File: config.mk
export PLATFORM = sky130hd
export DESIGN_NAME = nes_debugger_command_parser
export DESIGN_NICKNAME = d
export VERILOG_FILES = /design/src/rtl/nes_debugger_command_parser.sv
export SDC_FILE = /design/constraint.sdc
export NUM_CORES = 1
export LEC_CHECK = 0
export ABC_AREA = 1
export BUFFER_PORTS_ARGS = -buffer_cell sky130_fd_sc_hd__buf_2
export CAP_MARGIN = 25
export CORE_ASPECT_RATIO = 0.5
export CORE_MARGIN = 4
export CORE_UTILIZATION = 40
export DETAILED_ROUTE_END_ITERATION = 8
export HOLD_SLACK_MARGIN = 0.15
export MAX_ROUTING_LAYER = met4
export PLACE_DENSITY_LB_ADDON = 0.15
export SKIP_LAST_GASP = 1
export SYNTH_ARGS = -nofsm -noshare
export SYNTH_HDL_FRONTEND = slang
export SYNTH_SLANG_ARGS = --single-unit
File: constraint.sdc
create_clock -name i_clk -period 1.47 [get_ports i_clk]
set_input_delay 0.147 -clock i_clk [delete_from_list [all_inputs] [get_ports i_clk]]
set_output_delay 0.147 -clock i_clk [all_outputs]
set_load 0.01 [all_outputs]
File: src/rtl/nes_debugger_command_parser.sv
// Serial command decoder for the NES debugger: turns framed rx bytes into single-cycle
// value-port accesses and streams acknowledge / read-data bytes back to the transmitter.
module nes_debugger_command_parser #(
  parameter int TIMEOUT_CYCLES = 1000000
) (
  input  logic        i_clk,
  input  logic        i_reset_n,
  input  logic        i_rx_valid,
  input  logic [7:0]  i_rx_data,
  output logic        o_tx_valid,
  output logic [7:0]  o_tx_data,
  input  logic        i_tx_ready,
  output logic        o_values_ena,
  output logic        o_values_wea,
  output logic [15:0] o_values_id,
  output logic [15:0] o_values_data,
  input  logic [15:0] i_values_data,
  output logic        o_overrun
);

  localparam int TW = $clog2(TIMEOUT_CYCLES + 1);
  localparam logic [TW-1:0] TO_LAST = TW'(TIMEOUT_CYCLES - 1);
  localparam logic [TW-1:0] TO_ONE  = TW'(1);

  localparam logic [7:0] OP_PING   = 8'h00;
  localparam logic [7:0] OP_WRITE  = 8'h01;
  localparam logic [7:0] OP_READ   = 8'h02;
  localparam logic [7:0] RSP_PING  = 8'h4E;
  localparam logic [7:0] RSP_WRITE = 8'h01;
  localparam logic [7:0] RSP_ERR   = 8'hEE;

  typedef enum logic [1:0] {
    S_IDLE = 2'd0,
    S_ARGS = 2'd1,
    S_EXEC = 2'd2,
    S_TX   = 2'd3
  } state_t;

  state_t        r_state, w_state_next;
  logic [7:0]    r_opcode, w_opcode_next;
  logic [2:0]    r_arg_cnt, w_arg_cnt_next;
  logic [31:0]   r_args, w_args_next;
  logic [TW-1:0] r_to_cnt, w_to_cnt_next;
  logic [15:0]   r_resp, w_resp_next;
  logic [1:0]    r_tx_cnt, w_tx_cnt_next;
  logic          r_tx_valid, w_tx_valid_next;
  logic [7:0]    r_tx_data, w_tx_data_next;
  logic          r_values_ena, w_values_ena_next;
  logic          r_values_wea, w_values_wea_next;
  logic [15:0]   r_values_id, w_values_id_next;
  logic [15:0]   r_values_data, w_values_data_next;
  logic          r_overrun, w_overrun_next;
  logic          w_tx_accept;
  logic          w_is_write;
  logic          w_is_read;

  assign w_tx_accept = r_tx_valid & i_tx_ready;
  assign w_is_write  = (r_opcode == OP_WRITE);
  assign w_is_read   = (r_opcode == OP_READ);

  // Next-state and next-output logic; every output is registered from these values.
  always_comb begin
    w_state_next       = r_state;
    w_opcode_next      = r_opcode;
    w_arg_cnt_next     = r_arg_cnt;
    w_args_next        = r_args;
    w_to_cnt_next      = r_to_cnt;
    w_resp_next        = r_resp;
    w_tx_cnt_next      = r_tx_cnt;
    w_tx_valid_next    = r_tx_valid;
    w_tx_data_next     = r_tx_data;
    w_values_ena_next  = 1'b0;
    w_values_wea_next  = 1'b0;
    w_values_id_next   = r_values_id;
    w_values_data_next = r_values_data;
    w_overrun_next     = r_overrun;

    case (r_state)
      S_IDLE: begin
        w_to_cnt_next = {TW{1'b0}};
        if (i_rx_valid) begin
          w_opcode_next = i_rx_data;
          case (i_rx_data)
            OP_WRITE: begin
              w_arg_cnt_next = 3'd4;
              w_state_next   = S_ARGS;
            end
            OP_READ: begin
              w_arg_cnt_next = 3'd2;
              w_state_next   = S_ARGS;
            end
            OP_PING: begin
              w_resp_next     = {RSP_PING, 8'h00};
              w_tx_valid_next = 1'b1;
              w_tx_data_next  = RSP_PING;
              w_tx_cnt_next   = 2'd1;
              w_state_next    = S_TX;
            end
            default: begin
              w_resp_next     = {RSP_ERR, 8'h00};
              w_tx_valid_next = 1'b1;
              w_tx_data_next  = RSP_ERR;
              w_tx_cnt_next   = 2'd1;
              w_state_next    = S_TX;
            end
          endcase
        end else begin
          w_opcode_next = r_opcode;
        end
      end

      S_ARGS: begin
        // A byte arriving on the timeout cycle wins: it is consumed and the counter restarts.
        if (i_rx_valid) begin
          w_args_next    = {r_args[23:0], i_rx_data};
          w_arg_cnt_next = r_arg_cnt - 3'd1;
          w_to_cnt_next  = {TW{1'b0}};
          if (r_arg_cnt == 3'd1) begin
            w_state_next      = S_EXEC;
            w_values_ena_next = 1'b1;
            w_values_wea_next = w_is_write;
            if (w_is_write) begin
              w_values_id_next   = w_args_next[31:16];
              w_values_data_next = w_args_next[15:0];
            end else begin
              w_values_id_next   = w_args_next[15:0];
            end
          end else begin
            w_state_next = S_ARGS;
          end
        end else if (r_to_cnt == TO_LAST) begin
          w_to_cnt_next  = {TW{1'b0}};
          w_arg_cnt_next = 3'd0;
          w_state_next   = S_IDLE;
        end else begin
          w_to_cnt_next = r_to_cnt + TO_ONE;
        end
      end

      S_EXEC: begin
        if (w_is_read) begin
          w_resp_next    = i_values_data;
          w_tx_data_next = i_values_data[15:8];
          w_tx_cnt_next  = 2'd2;
        end else begin
          w_resp_next    = {RSP_WRITE, 8'h00};
          w_tx_data_next = RSP_WRITE;
          w_tx_cnt_next  = 2'd1;
        end
        w_tx_valid_next = 1'b1;
        w_state_next    = S_TX;
        if (i_rx_valid) begin
          w_overrun_next = 1'b1;
        end else begin
          w_overrun_next = r_overrun;
        end
      end

      S_TX: begin
        if (w_tx_accept) begin
          if (r_tx_cnt == 2'd1) begin
            w_tx_valid_next = 1'b0;
            w_tx_cnt_next   = 2'd0;
            w_state_next    = S_IDLE;
          end else begin
            w_tx_cnt_next  = r_tx_cnt - 2'd1;
            w_tx_data_next = r_resp[7:0];
          end
        end else begin
          w_tx_cnt_next = r_tx_cnt;
        end
        if (i_rx_valid) begin
          w_overrun_next = 1'b1;
        end else begin
          w_overrun_next = r_overrun;
        end
      end

      default: begin
        w_state_next    = S_IDLE;
        w_tx_valid_next = 1'b0;
      end
    endcase
  end

  // State and output registers with asynchronous active-low reset.
  always_ff @(posedge i_clk or negedge i_reset_n) begin
    if (!i_reset_n) begin
      r_state       <= S_IDLE;
      r_opcode      <= 8'h00;
      r_arg_cnt     <= 3'd0;
      r_args        <= 32'h0000_0000;
      r_to_cnt      <= {TW{1'b0}};
      r_resp        <= 16'h0000;
      r_tx_cnt      <= 2'd0;
      r_tx_valid    <= 1'b0;
      r_tx_data     <= 8'h00;
      r_values_ena  <= 1'b0;
      r_values_wea  <= 1'b0;
      r_values_id   <= 16'h0000;
      r_values_data <= 16'h0000;
      r_overrun     <= 1'b0;
    end else begin
      r_state       <= w_state_next;
      r_opcode      <= w_opcode_next;
      r_arg_cnt     <= w_arg_cnt_next;
      r_args        <= w_args_next;
      r_to_cnt      <= w_to_cnt_next;
      r_resp        <= w_resp_next;
      r_tx_cnt      <= w_tx_cnt_next;
      r_tx_valid    <= w_tx_valid_next;
      r_tx_data     <= w_tx_data_next;
      r_values_ena  <= w_values_ena_next;
      r_values_wea  <= w_values_wea_next;
      r_values_id   <= w_values_id_next;
      r_values_data <= w_values_data_next;
      r_overrun     <= w_overrun_next;
    end
  end

  assign o_tx_valid    = r_tx_valid;
  assign o_tx_data     = r_tx_data;
  assign o_values_ena  = r_values_ena;
  assign o_values_wea  = r_values_wea;
  assign o_values_id   = r_values_id;
  assign o_values_data = r_values_data;
  assign o_overrun     = r_overrun;

endmodule

==> flow_metrics.tcl <==
set metrics [dict create \
    place_area_um2 6260 \
    fmax_ghz 0.664 \
    grt_pass1_vias 4397 \
    antenna_found_initial 0 \
    yosys_warnings 0 \
    p_int_mw 7.19 \
    period_share_pct 102 \
    cpMaxStageDelayCell "dfrtp_2" \
    portBuffers 71 \
    status "finished with violations" \
    final_cell_mix "178 x nand2_1, 108 x dfrtp_1, 71 x buf_2" \
    hold_class "in2reg" \
    r2r_slack_ps -40 \
    syn-mean-instance-area_um2 8.38 \
    die_h_um 89.3 \
    cp-start-kind "flop" \
    root_buffer "clkbuf_16" \
    critPathKind "reg2reg" \
    r2r-start "r_state[1]" \
    routedWlPerCell_um 14.5 \
    place_congestion 0.865 \
    p_sw_share_pct 39.5 \
    ys.flop_type "dfrtp_1" \
    peakVddDrop_uv 809 \
    worstSetupEndpoint "o_values_data[14]" \
    violations "negative setup slack" \
    crit_start "r_state[1]" \
    slew-limit-headroom_pct 69.8 \
    die-area_um2 15200 \
    whs_path_depth 3 \
    hold_viol_final 0 \
    r2r-end "o_values_data[14]" \
    pwr-share-seq_pct 38.4 \
    synth-edff-count 0 \
    synthCells 631 \
    grt_remaining_overflow 0 \
    diodes 0 \
    yosys_register_bits 111 \
    cp_top_family "simple AND/OR/NAND/NOR gates" \
    crit_path_frequent_cell "nor2_8" \
    core-area_um2 12800 \
    yosysSeqAreaShare_pct 52.5 \
    design_area_um2 7090 \
    synthDistinctLibCells 34 \
    grt_pass1_wl_um 22200 \
    worst-r2r-cell-count 9 \
    htreeDepth 3 \
    max_cap_violations 0 \
    cts_tree "yes" \
    crit_fanout 5 \
    endpoint_kind "flop" \
    whs_ps 151 \
    vias_per_cell 4.90 \
    cts_sinks 111 \
    tns_ps -103 \
    path_clk_slew_ps 80 \
    grt_util_all_layers_pct 19.1 \
    start_util_pct 41.3 \
    clk_latency_ps 360 \
    totalWireLength_um 14000 \
    clock_path_buffers 2 \
    fp.dieW_um 171 \
    worst-slew-pin-transition_ps 453 \
    cts_inserted_buffers 9 \
    setup_slack_ps -36.2 \
    cp.required_ps 1720 \
    fin_nets 821 \
    cp.arrival_ps 1760 \
    fin_crit_ps 1510 \
    rsz0062_at_grt "yes" \
    dpl.hpwl_um 9690 \
    drt_iter0_markers 267 \
    p_sw_mw 4.70 \
    final_common_cell "nand2_1" \
    syn_nets 663 \
    leakage_nw 3.63 \
    drive_gt1_share_pct 30.9 \
    skew_ps 12.1 \
    vias 4728 \
    fill_cells 1222 \
    area_delta_synth_final_pct 34.0 \
    ios 72 \
    setup_viol 10 \
    maxSlewViolCount 0 \
    drt.antenna.violating_nets 0 \
    synth_area_um2 5290 \
    crit_chain "inv_2 > nand2_4 > nor2_8 > inv_6 > nor2_8 > nand3_4 > clkbuf_16 > nand2_1 > o21ai_2" \
    synthArstFlopShare_pct 100 \
    dp_cells 917 \
    clockPowerShare_pct 20.8 \
    drcViolationCount 0 \
    powerDensity_nw_per_um2 1680 \
    first_pass_iters 4 \
    grt_max_degree 79 \
    cp.depth 9 \
    p_comb_share_pct 40.8 \
    fin_cells 964 \
    crit_path_max_incr_delay_ps 410 \
    total_power_mw 11.9 \
    critPathBufInv 3 \
    rows 29 \
]
-- cells by family after synthesis --
| family | after synthesis | synth area share (%) |
|---|---|---|
| flip-flops | 111 | 52.5 |
| AND/OR/NAND/NOR | 312 | 25.7 |
| adder cells (fa/ha/maj) | 4 | 0.946 |
| XOR/XNOR | 8 | 1.32 |
| AO/OA/AOI/OAI | 119 | 13.0 |
| buffers and inverters | 77 | 6.50 |
-- worst register-to-register path: stages, from the launching register on --
cell       delay (ps)
dfrtp_2           410
inv_2              70
nand2_4            80
nor2_8            140
inv_6              50
nor2_8            140
nand3_4           170
clkbuf_16         210
nand2_1            70
o21ai_2            50
-- power by group through the flow --
stage | combinational (mW) | clock [mW] | sequential [mW]
finish | 4.85 | 2.48 | 4.56
global route | 5.49 | 2.66 | 4.67
CTS | 4.39 | 2.53 | 4.55
detailed placement | 4.33 | 0 | 4.59
global placement | 4.26 | 0 | 4.59
floorplan | 2.50 | 0 | 4.63
-- synthesized netlist by cell type, types with 7 or more instances --
cell type,number,area (um^2)
nand2_1,202,758
dfrtp_1,111,2780
o21ai_0,61,305
inv_1,50,188
nand3_1,42,210
nor2_1,40,150
a21oi_1,17,85.1
o21ai_2,16,140
nand4_1,12,75.1
a31oi_1,11,68.8
clkbuf_1,8,30.0
o22ai_1,7,43.8
-- registers in the layout (all words and copies together), names as in the netlist --
signal	count
o_values_wea	1
r_to_cnt	20
o_values_ena	1
o_values_id	16
r_resp	8
r_opcode	8
r_arg_cnt	3
o_overrun	1
r_state	2
o_tx_valid	1
o_tx_data	8
o_values_data	16
r_args	24
r_tx_cnt	2
-- worst min path at each step --
stage,from,to,slack [ps]
final,i_rx_valid,o_overrun,150
after global routing,i_rx_data[0],o_values_data[0],180
after detailed placement,i_reset_n,r_to_cnt[8],210
after global placement,i_reset_n,r_to_cnt[9],210
after floorplan,i_reset_n,o_overrun,-150
after CTS,i_rx_data[3],r_args[3],150
-- metrics by stage --
step	utilization, %	setup slack, ps
2_1_floorplan	-	20.4
3_3_place_gp	48.9	-5.99
3_5_place_dp	48.9	-60.0
4_1_cts	52.4	-7.58
5_1_grt	55.3	-115
6_report	55.3	-36.2
-- layout make-up --
| cell class | instances | area (um^2) | area share, % |
|---|---|---|---|
| Inverter | 57 | 223 | 3.14 |
| Clock inverter | 7 | 75.1 | 1.06 |
| Multi-Input combinational cell | 444 | 2320 | 32.8 |
| Tap cell | 170 | 213 | 3.00 |
| Timing Repair Buffer | 166 | 1250 | 17.6 |
| Sequential cell | 111 | 2780 | 39.2 |
| Clock buffer | 9 | 225 | 3.18 |
-- what timing repair did --
item / in CTS / in global routing
pin swaps: 2 / 17
hold endpoints to repair: 130 / 0
gates cloned: 0 / 5
hold buffers: 14 / 0
endpoints found under the setup margin: 17 / 74
setup buffers: 0 / 12
resized for setup: 5 / 61
-- routing by layer --
layer  track usage (%)  vias to the layer above  part of all wire (%)  wire length, um
met5                 -                        -                     0                0
met4              4.13                        0                  0.75              105
met3              3.58                       10                   3.0              422
met2              29.5                       80                    46             6500
met1              26.5                     2256                    50             6960
li1                  -                     2382                     -                -
No activity file was read; power rests on OpenSTA's default activity.
